--- src/rtl/mem_access_unit_if.sv ---
// Request/response and data-memory bus for mem_access_unit.
//   Pipeline side : Req, Ready, Wr, Size, Uns, Addr, WData, RData, Done, Err
//   Memory side   : DataAddr, DataIn, DataOut, DMemW, DMemR
// slave  = the access unit; master = pipeline plus memory environment.
interface mem_access_unit_if #(
    parameter int unsigned ADDR_W = 5
);
    logic              Req;
    logic              Ready;
    logic              Wr;
    logic [1:0]        Size;
    logic              Uns;
    logic [31:0]       Addr;
    logic [31:0]       WData;
    logic [31:0]       RData;
    logic              Done;
    logic              Err;
    logic [ADDR_W-1:0] DataAddr;
    logic [31:0]       DataIn;
    logic [31:0]       DataOut;
    logic              DMemW;
    logic              DMemR;

    modport slave (
        input  Req, Wr, Size, Uns, Addr, WData, DataOut,
        output Ready, RData, Done, Err, DataAddr, DataIn, DMemW, DMemR
    );

    modport master (
        output Req, Wr, Size, Uns, Addr, WData, DataOut,
        input  Ready, RData, Done, Err, DataAddr, DataIn, DMemW, DMemR
    );
endinterface

--- src/rtl/mem_access_unit.sv ---
// Memory-stage load/store controller in front of a word-addressed data memory.
// Word stores write directly, byte/half stores do read-modify-write, loads are
// lane-extracted and sign/zero-extended. Misaligned or out-of-range requests
// complete with Err and never touch memory.
// Ports: CLK, RST_N (synchronous, active-low), bus (mem_access_unit_if.slave).
module mem_access_unit #(
    parameter int unsigned ADDR_W = 5
) (
    input  logic             CLK,
    input  logic             RST_N,
    mem_access_unit_if.slave bus
);
    typedef enum logic [2:0] {
        S_IDLE,
        S_RD,
        S_WR,
        S_RESP,
        S_ERR
    } state_e;

    localparam logic [1:0] SZ_BYTE = 2'b00;
    localparam logic [1:0] SZ_HALF = 2'b01;
    localparam logic [1:0] SZ_WORD = 2'b10;
    localparam int unsigned HI_SHIFT = ADDR_W + 2;

    state_e            state_q, state_d;
    logic              wr_q, wr_d;
    logic [1:0]        size_q, size_d;
    logic              uns_q, uns_d;
    logic [1:0]        off_q, off_d;
    logic [ADDR_W-1:0] waddr_q, waddr_d;
    logic [31:0]       wdata_q, wdata_d;
    logic [31:0]       word_q, word_d;
    logic [31:0]       rdata_q, rdata_d;

    logic              req_err_c;
    logic [31:0]       merged_c;
    logic [31:0]       lane_c;
    logic [31:0]       shifted_c;
    logic [4:0]        bsh_c;
    logic [4:0]        hsh_c;

    // Request legality: reserved size, misalignment, or address beyond memory.
    always_comb begin
        req_err_c = 1'b0;
        if (bus.Size == 2'b11)                              req_err_c = 1'b1;
        if (bus.Size == SZ_HALF && bus.Addr[0])             req_err_c = 1'b1;
        if (bus.Size == SZ_WORD && bus.Addr[1:0] != 2'b00)  req_err_c = 1'b1;
        if ((bus.Addr >> HI_SHIFT) != 32'd0)                req_err_c = 1'b1;
    end

    // Store word: replace the addressed lane of the captured word.
    always_comb begin
        bsh_c = {off_q, 3'b000};
        hsh_c = {off_q[1], 4'b0000};
        case (size_q)
            SZ_BYTE: merged_c = (word_q & ~(32'h0000_00FF << bsh_c))
                              | ({24'd0, wdata_q[7:0]} << bsh_c);
            SZ_HALF: merged_c = (word_q & ~(32'h0000_FFFF << hsh_c))
                              | ({16'd0, wdata_q[15:0]} << hsh_c);
            default: merged_c = wdata_q;
        endcase
    end

    // Load result: shift the addressed lane down and extend it.
    always_comb begin
        shifted_c = bus.DataOut >> bsh_c;
        case (size_q)
            SZ_BYTE: lane_c = uns_q ? {24'd0, shifted_c[7:0]}
                                    : {{24{shifted_c[7]}}, shifted_c[7:0]};
            SZ_HALF: lane_c = uns_q ? {16'd0, shifted_c[15:0]}
                                    : {{16{shifted_c[15]}}, shifted_c[15:0]};
            default: lane_c = bus.DataOut;
        endcase
    end

    // State and latched-field registers.
    always_ff @(posedge CLK) begin
        if (!RST_N) begin
            state_q <= S_IDLE;
            wr_q    <= 1'b0;
            size_q  <= 2'b00;
            uns_q   <= 1'b0;
            off_q   <= 2'b00;
            waddr_q <= '0;
            wdata_q <= 32'd0;
            word_q  <= 32'd0;
            rdata_q <= 32'd0;
        end else begin
            state_q <= state_d;
            wr_q    <= wr_d;
            size_q  <= size_d;
            uns_q   <= uns_d;
            off_q   <= off_d;
            waddr_q <= waddr_d;
            wdata_q <= wdata_d;
            word_q  <= word_d;
            rdata_q <= rdata_d;
        end
    end

    // Next-state and register updates.
    always_comb begin
        state_d = state_q;
        wr_d    = wr_q;
        size_d  = size_q;
        uns_d   = uns_q;
        off_d   = off_q;
        waddr_d = waddr_q;
        wdata_d = wdata_q;
        word_d  = word_q;
        rdata_d = rdata_q;
        case (state_q)
            S_IDLE: begin
                if (bus.Req) begin
                    wr_d    = bus.Wr;
                    size_d  = bus.Size;
                    uns_d   = bus.Uns;
                    off_d   = bus.Addr[1:0];
                    wdata_d = bus.WData;
                    if (req_err_c) begin
                        state_d = S_ERR;
                    end else begin
                        // Only updated for legal requests so DataAddr holds through ERR.
                        waddr_d = bus.Addr[ADDR_W+1:2];
                        state_d = (bus.Wr && bus.Size == SZ_WORD) ? S_WR : S_RD;
                    end
                end
            end
            S_RD: begin
                word_d = bus.DataOut;
                if (wr_q) begin
                    state_d = S_WR;
                end else begin
                    rdata_d = lane_c;
                    state_d = S_RESP;
                end
            end
            S_WR:    state_d = S_RESP;
            S_RESP:  state_d = S_IDLE;
            S_ERR:   state_d = S_IDLE;
            default: state_d = S_IDLE;
        endcase
    end

    // Outputs decode from registered state and latched fields only.
    assign bus.Ready    = (state_q == S_IDLE);
    assign bus.Done     = (state_q == S_RESP) || (state_q == S_ERR);
    assign bus.Err      = (state_q == S_ERR);
    assign bus.RData    = rdata_q;
    assign bus.DMemR    = (state_q == S_RD);
    // Gated by RST_N so a write pending in the reset cycle is dropped.
    assign bus.DMemW    = (state_q == S_WR) && RST_N;
    assign bus.DataAddr = waddr_q;
    assign bus.DataIn   = merged_c;
endmodule

--- src/flat_wrapper.sv ---
// flat-port wrapper written by rule: the top's interface ports become plain ports
module mem_access_unit_flat 
#(
    parameter int unsigned ADDR_W = 5
)
  (CLK, RST_N, bus_Req, bus_Wr, bus_Size, bus_Uns, bus_Addr, bus_WData, bus_DataOut, bus_Ready, bus_RData, bus_Done, bus_Err, bus_DataAddr, bus_DataIn, bus_DMemW, bus_DMemR);
  mem_access_unit_if #(.ADDR_W(ADDR_W)) bus_i ();
  input  logic CLK;
  input  logic RST_N;
  input wire logic [$bits(bus_i.Req)-1:0] bus_Req;
  input wire logic [$bits(bus_i.Wr)-1:0] bus_Wr;
  input wire logic [$bits(bus_i.Size)-1:0] bus_Size;
  input wire logic [$bits(bus_i.Uns)-1:0] bus_Uns;
  input wire logic [$bits(bus_i.Addr)-1:0] bus_Addr;
  input wire logic [$bits(bus_i.WData)-1:0] bus_WData;
  input wire logic [$bits(bus_i.DataOut)-1:0] bus_DataOut;
  output wire logic [$bits(bus_i.Ready)-1:0] bus_Ready;
  output wire logic [$bits(bus_i.RData)-1:0] bus_RData;
  output wire logic [$bits(bus_i.Done)-1:0] bus_Done;
  output wire logic [$bits(bus_i.Err)-1:0] bus_Err;
  output wire logic [$bits(bus_i.DataAddr)-1:0] bus_DataAddr;
  output wire logic [$bits(bus_i.DataIn)-1:0] bus_DataIn;
  output wire logic [$bits(bus_i.DMemW)-1:0] bus_DMemW;
  output wire logic [$bits(bus_i.DMemR)-1:0] bus_DMemR;
  assign bus_i.Req = bus_Req;
  assign bus_i.Wr = bus_Wr;
  assign bus_i.Size = bus_Size;
  assign bus_i.Uns = bus_Uns;
  assign bus_i.Addr = bus_Addr;
  assign bus_i.WData = bus_WData;
  assign bus_i.DataOut = bus_DataOut;
  assign bus_Ready = bus_i.Ready;
  assign bus_RData = bus_i.RData;
  assign bus_Done = bus_i.Done;
  assign bus_Err = bus_i.Err;
  assign bus_DataAddr = bus_i.DataAddr;
  assign bus_DataIn = bus_i.DataIn;
  assign bus_DMemW = bus_i.DMemW;
  assign bus_DMemR = bus_i.DMemR;
  mem_access_unit #(.ADDR_W(ADDR_W)) u_core (.CLK(CLK), .RST_N(RST_N), .bus(bus_i));
endmodule
--- config.mk ---
export PLATFORM = sky130hd
export DESIGN_NAME = mem_access_unit_flat
export DESIGN_NICKNAME = d
export VERILOG_FILES = /design/src/rtl/mem_access_unit_if.sv /design/src/rtl/mem_access_unit.sv /design/src/flat_wrapper.sv
export SDC_FILE = /design/constraint.sdc
export NUM_CORES = 1
export LEC_CHECK = 0
export BUFFER_PORTS_ARGS = -buffer_cell sky130_fd_sc_hd__clkbuf_2
export CORE_MARGIN = 2
export CORE_UTILIZATION = 40
export DETAILED_ROUTE_END_ITERATION = 10
export PLACE_DENSITY = 0.66
export SETUP_SLACK_MARGIN = 0.02
export SLEW_MARGIN = 20
export SYNTH_ARGS = -nofsm -noshare
export SYNTH_HDL_FRONTEND = slang
export SYNTH_SLANG_ARGS = --single-unit
--- constraint.sdc ---
create_clock -name CLK -period 2.3 [get_ports CLK]
set_clock_uncertainty 0.2 [all_clocks]
set_input_delay 0.23 -clock CLK [delete_from_list [all_inputs] [get_ports CLK]]
set_output_delay 0.23 -clock CLK [all_outputs]
set_load 0.03 [all_outputs]
==> flow_summary.json, run 1 <==
{
  "synth.avg_cell_area_um2": 7.97,
  "ir_drop_mv": 0.431,
  "syn_inst": 673,
  "wl_per_cell_um": 16.4,
  "core_area_um2": 13200,
  "reg2regPathDepth": 5,
  "start_util": 0.407,
  "cp_data_arrival_time_ps": 1820,
  "synth-edff-count": 0,
  "grt_antenna_before_repair": 0,
  "grt_usage": 0.244,
  "fmax_mhz": 445,
  "status": "completed",
  "port-buffer-count": 176,
  "hold-worst-slack_ps": 28.4,
  "syn_to_final_growth_pct": 42.5,
  "hp-class": "input port to flop",
  "crit_type": "flop to primary output",
  "reg2reg_slack_ps": 190,
  "cp_cell_sequence": "nor2b_1 -> or2_4 -> nor2_4 -> buf_12 -> mux2_1 -> buf_2",
  "grt-busiest-layer": "met2",
  "crit_slowest_cell": "dfxtp_1",
  "grt_max_degree": 115,
  "ys_async_sr_fraction": 0,
  "die_h_um": 120,
  "first_iter_violations": 563,
  "setup_viol": 0,
  "use_met3": 0.0556,
  "gp_congestion": 0.910,
  "seq_power_share": 0.445,
  "p_switching_mw": 1.10,
  "cts-root-buf": "clkbuf_16",
  "ys_ff_latch": 110,
  "wl_mm": 17.7,
  "dr.pass1.iters": 7,
  "h-tree-depth": 3,
  "clkTransAtPathRegs_ps": 70,
  "final_cell_mix": "185 x nand2_1, 166 x clkbuf_2, 107 x dfxtp_1, 69 x dlygate4sd3_1, 49 x a21oi_1",
  "synth_top_area_frac": 0.410,
  "synth_largest_area_cell": "dfxtp_1",
  "rows": 42,
  "critPathMaxStageDelay_ps": 320,
  "netlist_top_cells_area": "dfxtp_1 41%, nand2_1 13%, a21boi_1 5.3%, o21ai_0 5.2%, a21oi_1 4.6%",
  "die_w_um": 120,
  "rsz0062_at_grt": "true",
  "clk_latency_ps": 350,
  "worst_pin_slew_ps": 886,
  "max_cap_violations": 0,
  "grt_pass1_wl_mm": 27.6,
  "cts_tree": "built",
  "switching_share": 0.247,
  "ys.flop_type": "dfxtp_1",
  "viasPerCell": 5.26,
  "n_antenna_cell": 0,
  "grt_overflow": 0,
  "ys_types": 44,
  "grtUsageMet2": 0.388,
  "cts-buffers-inserted": 9,
  "crit_cells": 6,
  "grt_use_met1": 0.317,
  "crit_family": "simple AND/OR/NAND/NOR gates",
  "die-area_um2": 14400,
  "clock_path_buffers": 2,
  "p_int_mw": 3.36,
  "leakage_nw": 3.24,
  "via_count": 5665,
  "clock_sinks": 110,
  "clock_power_share": 0.399,
  "pwr-share-comb": 0.155,
  "crit_end": "bus_DataIn[1]",
  "power.density_nw_per_um2": 584,
  "ant_nets": 0,
  "end_kind": "primary output",
  "synthAdderAreaFrac": 0,
  "yosys_warnings": 0,
  "nets": 999,
  "drive_above_1_share": 0.272,
  "num_io_pins": 177,
  "synth_nets": 776,
  "synth_compound_area_frac": 0.282,
  "finalHoldViolCount": 0,
  "critPathMaxFanout": 8,
  "grt_pass1_vias": 5455,
  "worstSetupStartpointType": "flop",
  "maxSlewViolCount": 0,
  "min_period_ps": 2250,
  "synth_xor_area_frac": 0.00163,
  "worst-path-buf-inv": 2,
  "r2r_start": "u_core.size_q[0]",
  "yosysSeqAreaShare": 0.410,
  "dp.cells": 988,
  "syn_area_um2": 5370,
  "required_ps": 1870,
  "hpwl_mm": 12.0,
  "slew_headroom": 0.405,
  "synth-simple-area-share": 0.184,
  "final_common_cell": "nand2_1",
  "critPathLaunch": "u_core.size_q[0]",
  "fill_cells": 1214,
  "synth_mux_area_frac": 0.0730,
  "fin_crit_sh": 0.977,
  "drc": 0,
  "synth_top_family_by_area": "compound AO/OA/AOI/OAI gates",
  "reg2reg_to": "u_core.bus.RData[12]",
  "finalNonFillerCells": 1076
}
==> power by group through the flow <==
stage	registers [mW]	clock network, mW	logic, mW
after floorplan	2.01	0	0.346
after global placement	2.03	0	0.550
after CTS	1.99	1.81	0.660
after global routing	1.99	1.89	0.745
final	1.99	1.78	0.692
after detailed placement	2.03	0	0.552
==> how the worst min path moves through the flow <==
stage,start,endpoint,slack (ps),cells past startpoint
floorplan,bus_WData[16],u_core.wdata_q[16],160,2
global placement,u_core.wdata_q[18],u_core.wdata_q[18],240,2
detailed placement,u_core.wdata_q[31],u_core.wdata_q[31],250,2
CTS,bus_DataOut[7],u_core.word_q[7],9,3
global route,bus_DataOut[25],u_core.word_q[25],30,3
finish,bus_DataOut[20],u_core.word_q[20],30,3
==> repair_timing <==
action | in CTS | in global routing
cloned | 0 | 2
pin swaps | 1 | 0
setup buffers | 1 | 1
hold buffers | 69 | 0
setup endpoints to repair | 42 | 33
resized for setup | 12 | 34
hold endpoints to repair | 71 | 0
==> sequential cells by signal, indices dropped and copies added (netlist names) <==
register / cells
u_core.bus.RData: 32
u_core.bus.DataAddr: 5
u_core.word_q: 32
u_core.wdata_q: 32
u_core.uns_q: 1
u_core.wr_q: 1
u_core.size_q: 2
u_core.off_q: 2
u_core.state_q: 3
==> worst register-to-register path, cell delays in order, from the launching register on <==
cell and delay [ps]:
dfxtp_1 340, buf_6 230, nand2_1 140, nor3_1 700, a222oi_1 240, a21oi_1 210
==> cell type report <==
type / instances / area, um2 / share of cell area
Clock buffer: 11 / 243 / 0.0318
Sequential cell: 110 / 2210 / 0.289
Inverter: 6 / 26.3 / 0.00344
Tap cell: 176 / 220 / 0.0288
Clock inverter: 4 / 95.1 / 0.0124
Timing Repair Buffer: 268 / 1850 / 0.242
Timing Repair inverter: 1 / 5.00 / 0.000655
Multi-Input combinational cell: 500 / 2990 / 0.391
==> routing by layer <==
metal,up-vias,part of all wire
met5,-,0
met4,0,0.033
met3,42,0.074
met2,244,0.47
met1,2578,0.42
li1,2801,-
==> Yosys cell counts, types with 6 or more instances <==
cell type	n
a21boi_0	32
a21boi_1	38
a21oi_1	49
a222oi_1	7
a22o_1	11
a22oi_1	18
buf_1	7
clkbuf_1	43
dfxtp_1	110
inv_1	6
mux2_1	8
mux2_2	7
mux2i_1	20
nand2_1	185
nand3b_1	6
nor2_1	7
nor2b_1	6
nor3_1	6
o21ai_0	56
==> stage by stage <==
stage	total power, mW	setup TNS [ps]	cell area, um2	setup WS [ps]	utilization
after CTS	4.46	0	7520	27.1	0.570
final	4.46	0	7640	53.9	0.579
after global routing	4.62	-1.11	7640	-1.11	0.579
after floorplan	2.36	0	5380	54.8	-
after detailed placement	2.58	0	6440	12.5	0.488
after global placement	2.58	0	6440	62.3	0.488
==> cells by family (layout without fill, tap and decap cells) <==
kind of cell / after synthesis / in the layout
AO/OA/AOI/OAI: 231 / 231
XOR/XNOR: 1 / 1
buffers and inverters: 63 / 290
flip-flops: 110 / 110
multiplexers: 36 / 36
AND/OR/NAND/NOR: 232 / 232
(Power assumes the default switching activity.)
==> run 2: changes to the inputs <==
CORE_UTILIZATION = 30   (was 40)
GPL_ROUTABILITY_DRIVEN = 0   (was unset)
PLACE_DENSITY = 0.54   (was 0.66)
==> run 2 against run 1 <==
Compared with the run above: critical endpoint unchanged; via count down 0.12%; critical path type unchanged; global-route usage down 4.2 points; core utilization down 13 points; power down 1.0%; sequential power about the same; fmax up 1.0%.
==> flow_summary.json, run 2 (same netlist as run 1, synthesis figures left out) <==
{
  "cts-root-buf": "clkbuf_16",
  "setup_tns_ps": 0,
  "grt_max_degree": 115,
  "leakage_nw": 3.32,
  "drc": 0,
  "first_iter_violations": 375,
  "fmax_mhz": 450,
  "placed_cell_area_um2": 6550,
  "min_period_ps": 2220,
  "drive_above_1_share": 0.286,
  "final_common_cell": "nand2_1",
  "rsz0062_at_grt": "false",
  "ant_nets": 0,
  "worstSetupStartpointType": "flop",
  "slew_headroom": 0.541,
  "grt_usage": 0.202,
  "ir_drop_mv": 0.380,
  "die-area_um2": 19000,
  "regArea_um2": 2210,
  "clock_path_buffers": 2,
  "status": "completed",
  "grt_pass1_vias": 5560,
  "start_util": 0.308,
  "max_cap_violations": 0,
  "rows": 48,
  "die_w_um": 138,
  "finalHoldViolCount": 0,
  "crit_type": "flop to primary output",
  "hpwl_mm": 13.4,
  "h-tree-depth": 3,
  "cts-buffers-inserted": 9,
  "grt_pass1_wl_mm": 29.3,
  "clock_sinks": 110,
  "fill_cells": 1751,
  "grt_antenna_before_repair": 0,
  "viasPerCell": 4.99,
  "cp_data_arrival_time_ps": 1790,
  "clkTransAtPathRegs_ps": 70,
  "hold-worst-slack_ps": 8.32,
  "wl_per_cell_um": 16.9,
  "cts_tree": "built",
  "power.density_nw_per_um2": 569,
  "clk_latency_ps": 360,
  "core_area_um2": 17400,
  "pre_cts_ws_ps": 85.9,
  "n_antenna_cell": 0,
  "num_io_pins": 177,
  "worst_pin_slew_ps": 685,
  "hp-class": "input port to flop",
  "nets": 1008,
  "fin_area_um2": 7760,
  "setup_ws_ps": 76.2,
  "syn_to_final_growth_pct": 44.7,
  "setup_viol": 0,
  "critPathMaxFanout": 8,
  "end_kind": "primary output",
  "die_h_um": 138,
  "via_count": 5658,
  "wl_mm": 19.2,
  "port-buffer-count": 176,
  "required_ps": 1870,
  "fin_crit_sh": 0.967,
  "multi_input_area_um2": 2990,
  "dr.pass1.iters": 8,
  "final_cell_mix": "185 x nand2_1, 166 x clkbuf_2, 106 x dfxtp_1, 66 x dlygate4sd3_1, 49 x a21oi_1",
  "maxSlewViolCount": 0,
  "grt_overflow": 0
}
## run 2: changes by cell type in the layout (fill, tap and decap cells not counted), moves of 3 or more
| cell | delta |
|---|---|
| buf_2 | -5 |
| mux2_1 | -7 |
| clkbuf_8 | +6 |
| dlygate4sd3_1 | -3 |
| mux2i_2 | -5 |
| o21ai_1 | +3 |
| mux2i_1 | +5 |
| buf_4 | +13 |
| mux2_4 | +7 |
## run 2: what timing repair did
item	CTS	global route
gates resized for setup	35	16
setup endpoints to repair	33	28
hold buffers	66	0
gates cloned	0	1
setup buffers	2	4
pin swaps	2	3
hold endpoints to repair	69	0
## run 2: power by group
part | switching (mW) | leakage, nW | internal (mW)
sequential | 0.0425 | 0.894 | 1.94
combinational | 0.374 | 2.27 | 0.348
clock | 0.750 | 0.160 | 0.959
total | 1.17 | 3.32 | 3.25
## run 2: final timing paths
kind | startpoint | end | slack [ps] | cells after the start
worst max-delay path | u_core.size_q[0] | bus_DataIn[1] | 80 | 6
worst min-delay path | bus_DataOut[28] | u_core.word_q[28] | 8 | 3
worst max register to register | u_core.off_q[0] | u_core.bus.RData[25] | 250 | 6
worst min register to register | u_core.wdata_q[31] | u_core.wdata_q[31] | 250 | 2
## run 2: final cells by class
type / count / share of cell area
timing repair inverter: 1 / 0.000645
clock inverter: 7 / 0.0124
timing repair buffer: 277 / 0.249
tap: 225 / 0.0363
clock buffer: 9 / 0.0290
multi-input combinational: 500 / 0.385
sequential: 110 / 0.285
inverter: 6 / 0.00338
## run 2: worst max-delay path, cell delays in order, from the launching register on
cell	delay, ps
dfxtp_2	340
nor2b_4	120
or2_4	240
nor2_4	120
buf_12	140
mux2_4	310
clkbuf_8	160
## run 2: per-stage QoR
stage / total power, mW / instances / util
6_report: 4.42 / 1135 / 0.446
5_1_grt: 4.59 / 1135 / 0.446
4_1_cts: 4.44 / 1130 / 0.441
3_5_place_dp: 2.61 / 1046 / 0.376
3_3_place_gp: 2.60 / 1046 / 0.376
2_1_floorplan: 2.36 / 673 / -
## run 2: per-layer routing
layer  global-route usage  up-vias  routed length, um
met3               0.0397       30                945
met4               0.0788        0                593
met5                    0        -                  0
li1                     -     2830                  -
met2                0.333      175               8810
met1                0.259     2623               8830
==> run 3: changes to the inputs <==
GPL_TIMING_DRIVEN = 0   (was unset)
==> run 3 against run 2 <==
Compared with the run above: the run now ends with setup timing left; setup slack got worse by 86 ps; final cell count rose by 3.5%; final area rose by 6.1%; critical endpoint is now bus_DataIn[11]; largest power group unchanged; global-route usage rose by 1.7 points.
==> flow_summary.json, run 3 (same netlist as run 1, synthesis figures left out) <==
{
  "status": "finished with violations",
  "violations": "setup timing",
  "grt_pass1_wl_mm": 31.0,
  "worstHoldPathCells": 3,
  "cp_cell_sequence": "buf_8 -> clkbuf_16 -> clkbuf_16 -> o21bai_4 -> a22oi_2 -> o21ai_2 -> clkbuf_8",
  "nets": 1048,
  "rows": 48,
  "die_h_um": 138,
  "die_w_um": 138,
  "leakage_nw": 3.40,
  "die-area_um2": 19000,
  "cts-buffers-inserted": 9,
  "drive_above_1_share": 0.315,
  "hpwl_mm": 15.2,
  "final_cell_mix": "184 x nand2_1, 151 x clkbuf_2, 104 x dfxtp_1, 67 x dlygate4sd3_1, 46 x a21oi_1",
  "grt_pass1_vias": 5666,
  "crit_family": "buffers and inverters",
  "port-buffer-count": 176,
  "grt_antenna_before_repair": 0,
  "multi_input_area_um2": 3200,
  "via_count": 5879,
  "min_from": "bus_DataOut[20]",
  "power.density_nw_per_um2": 528,
  "clkTransAtPathRegs_ps": 70,
  "regArea_um2": 2210,
  "crit_cells": 7,
  "hold-worst-slack_ps": 7.07,
  "final_common_cell": "nand2_1",
  "clock_path_buffers": 2,
  "grt_overflow": 0,
  "ir_drop_mv": 0.370,
  "min_period_ps": 2310,
  "crit_type": "flop to primary output",
  "dr.pass1.iters": 4,
  "max_cap_violations": 0,
  "crit_top_cell": "clkbuf_16",
  "n_antenna_cell": 0,
  "r2r_start": "u_core.off_q[0]",
  "dp.cells": 1074,
  "worstSetupStartpointType": "flop",
  "crit_slowest_cell": "dfxtp_2",
  "rsz0062_at_grt": "true",
  "critPathLaunch": "u_core.off_q[0]",
  "core_area_um2": 17400,
  "viasPerCell": 5.00,
  "setup_ws_ps": -9.40,
  "finalHoldViolCount": 0,
  "critPathMaxFanout": 7,
  "setup_viol": 1,
  "final_util": 0.473,
  "drc": 0,
  "cts_tree": "built",
  "first_iter_violations": 355,
  "reg2regPathDepth": 8,
  "fill_cells": 1777,
  "wl_per_cell_um": 17.7,
  "hp-class": "input port to flop",
  "grt_max_degree": 17,
  "maxSlewViolCount": 0,
  "fmax_mhz": 433,
  "required_ps": 1870,
  "fin_crit_sh": 1.00,
  "start_util": 0.308,
  "wl_mm": 20.8,
  "end_kind": "primary output",
  "h-tree-depth": 3,
  "syn_to_final_growth_pct": 53.5,
  "worst-path-buf-inv": 4,
  "num_io_pins": 177,
  "grt_usage": 0.219,
  "slew_headroom": 0.387,
  "cp_data_arrival_time_ps": 1880,
  "cts-root-buf": "clkbuf_16",
  "worst_pin_slew_ps": 912,
  "finalNonFillerCells": 1175,
  "clk_latency_ps": 360,
  "ant_nets": 0,
  "critPathMaxStageDelay_ps": 330,
  "clock_sinks": 110
}
## run 3: cell count changes in the layout (fill, tap and decap cells not counted), moves of 6 or more
cell	previous run	this run
o21ai_0	41	35
a22oi_2	0	11
mux2i_1	20	12
clkbuf_2	166	151
clkbuf_1	0	34
buf_8	1	9
a22oi_1	18	7
o21ai_2	0	9
buf_4	30	38
## run 3: metal layers
metal  vias to the layer above  wire [um]  global-route usage
met5                         -          0                   0
met4                         0        398              0.0703
met3                        24       1320              0.0316
met2                       211       9590               0.352
met1                      2744       9500               0.301
li1                       2900          -                   -
## run 3: layout make-up
cell class | count | area share
timing repair buffer | 266 | 0.233
multi-input combinational | 500 | 0.389
sequential | 110 | 0.269
inverter | 6 | 0.00319
clock inverter | 2 | 0.00197
clock buffer | 14 | 0.0320
tap | 225 | 0.0342
buffer | 52 | 0.0386
## run 3: what timing repair did
action                                  in CTS  in global routing
hold buffers                                67                  0
pin swaps                                   12                 15
resized for setup                          113                 72
setup buffers                               14                  9
endpoints found under the setup margin      72                 48
hold endpoints to repair                    70                  0
## run 3: through the flow
step	worst slack, ps	setup TNS (ps)	total power [mW]	cell area (um2)
after floorplan	54.8	0	2.36	5380
after global placement	-800	-23200	2.62	6540
after detailed placement	-790	-17880	2.62	6540
after CTS	-46.6	-391	4.33	8030
after global routing	-62.0	-372	4.51	8240
final	-9.40	-9.40	4.35	8240
## run 3: final timing paths
check	end	slack [ps]
worst max register to register	u_core.bus.RData[27]	120
worst min register to register	u_core.wdata_q[31]	250
worst max-delay path	bus_DataIn[11]	-9
worst min-delay path	u_core.word_q[20]	7
## run 3: power by group
| group | switching [mW] | leakage (nW) | internal [mW] | total (mW) |
|---|---|---|---|---|
| clock network | 0.733 | 0.133 | 0.799 | 1.53 |
| logic | 0.421 | 2.38 | 0.401 | 0.823 |
| registers | 0.0482 | 0.895 | 1.94 | 1.99 |
| total | 1.20 | 3.40 | 3.14 | 4.35 |
## run 3: worst min-delay path, cell delays in order
cell,delay [ps]
clkbuf_2,120
nand2_1,90
a21boi_0,70
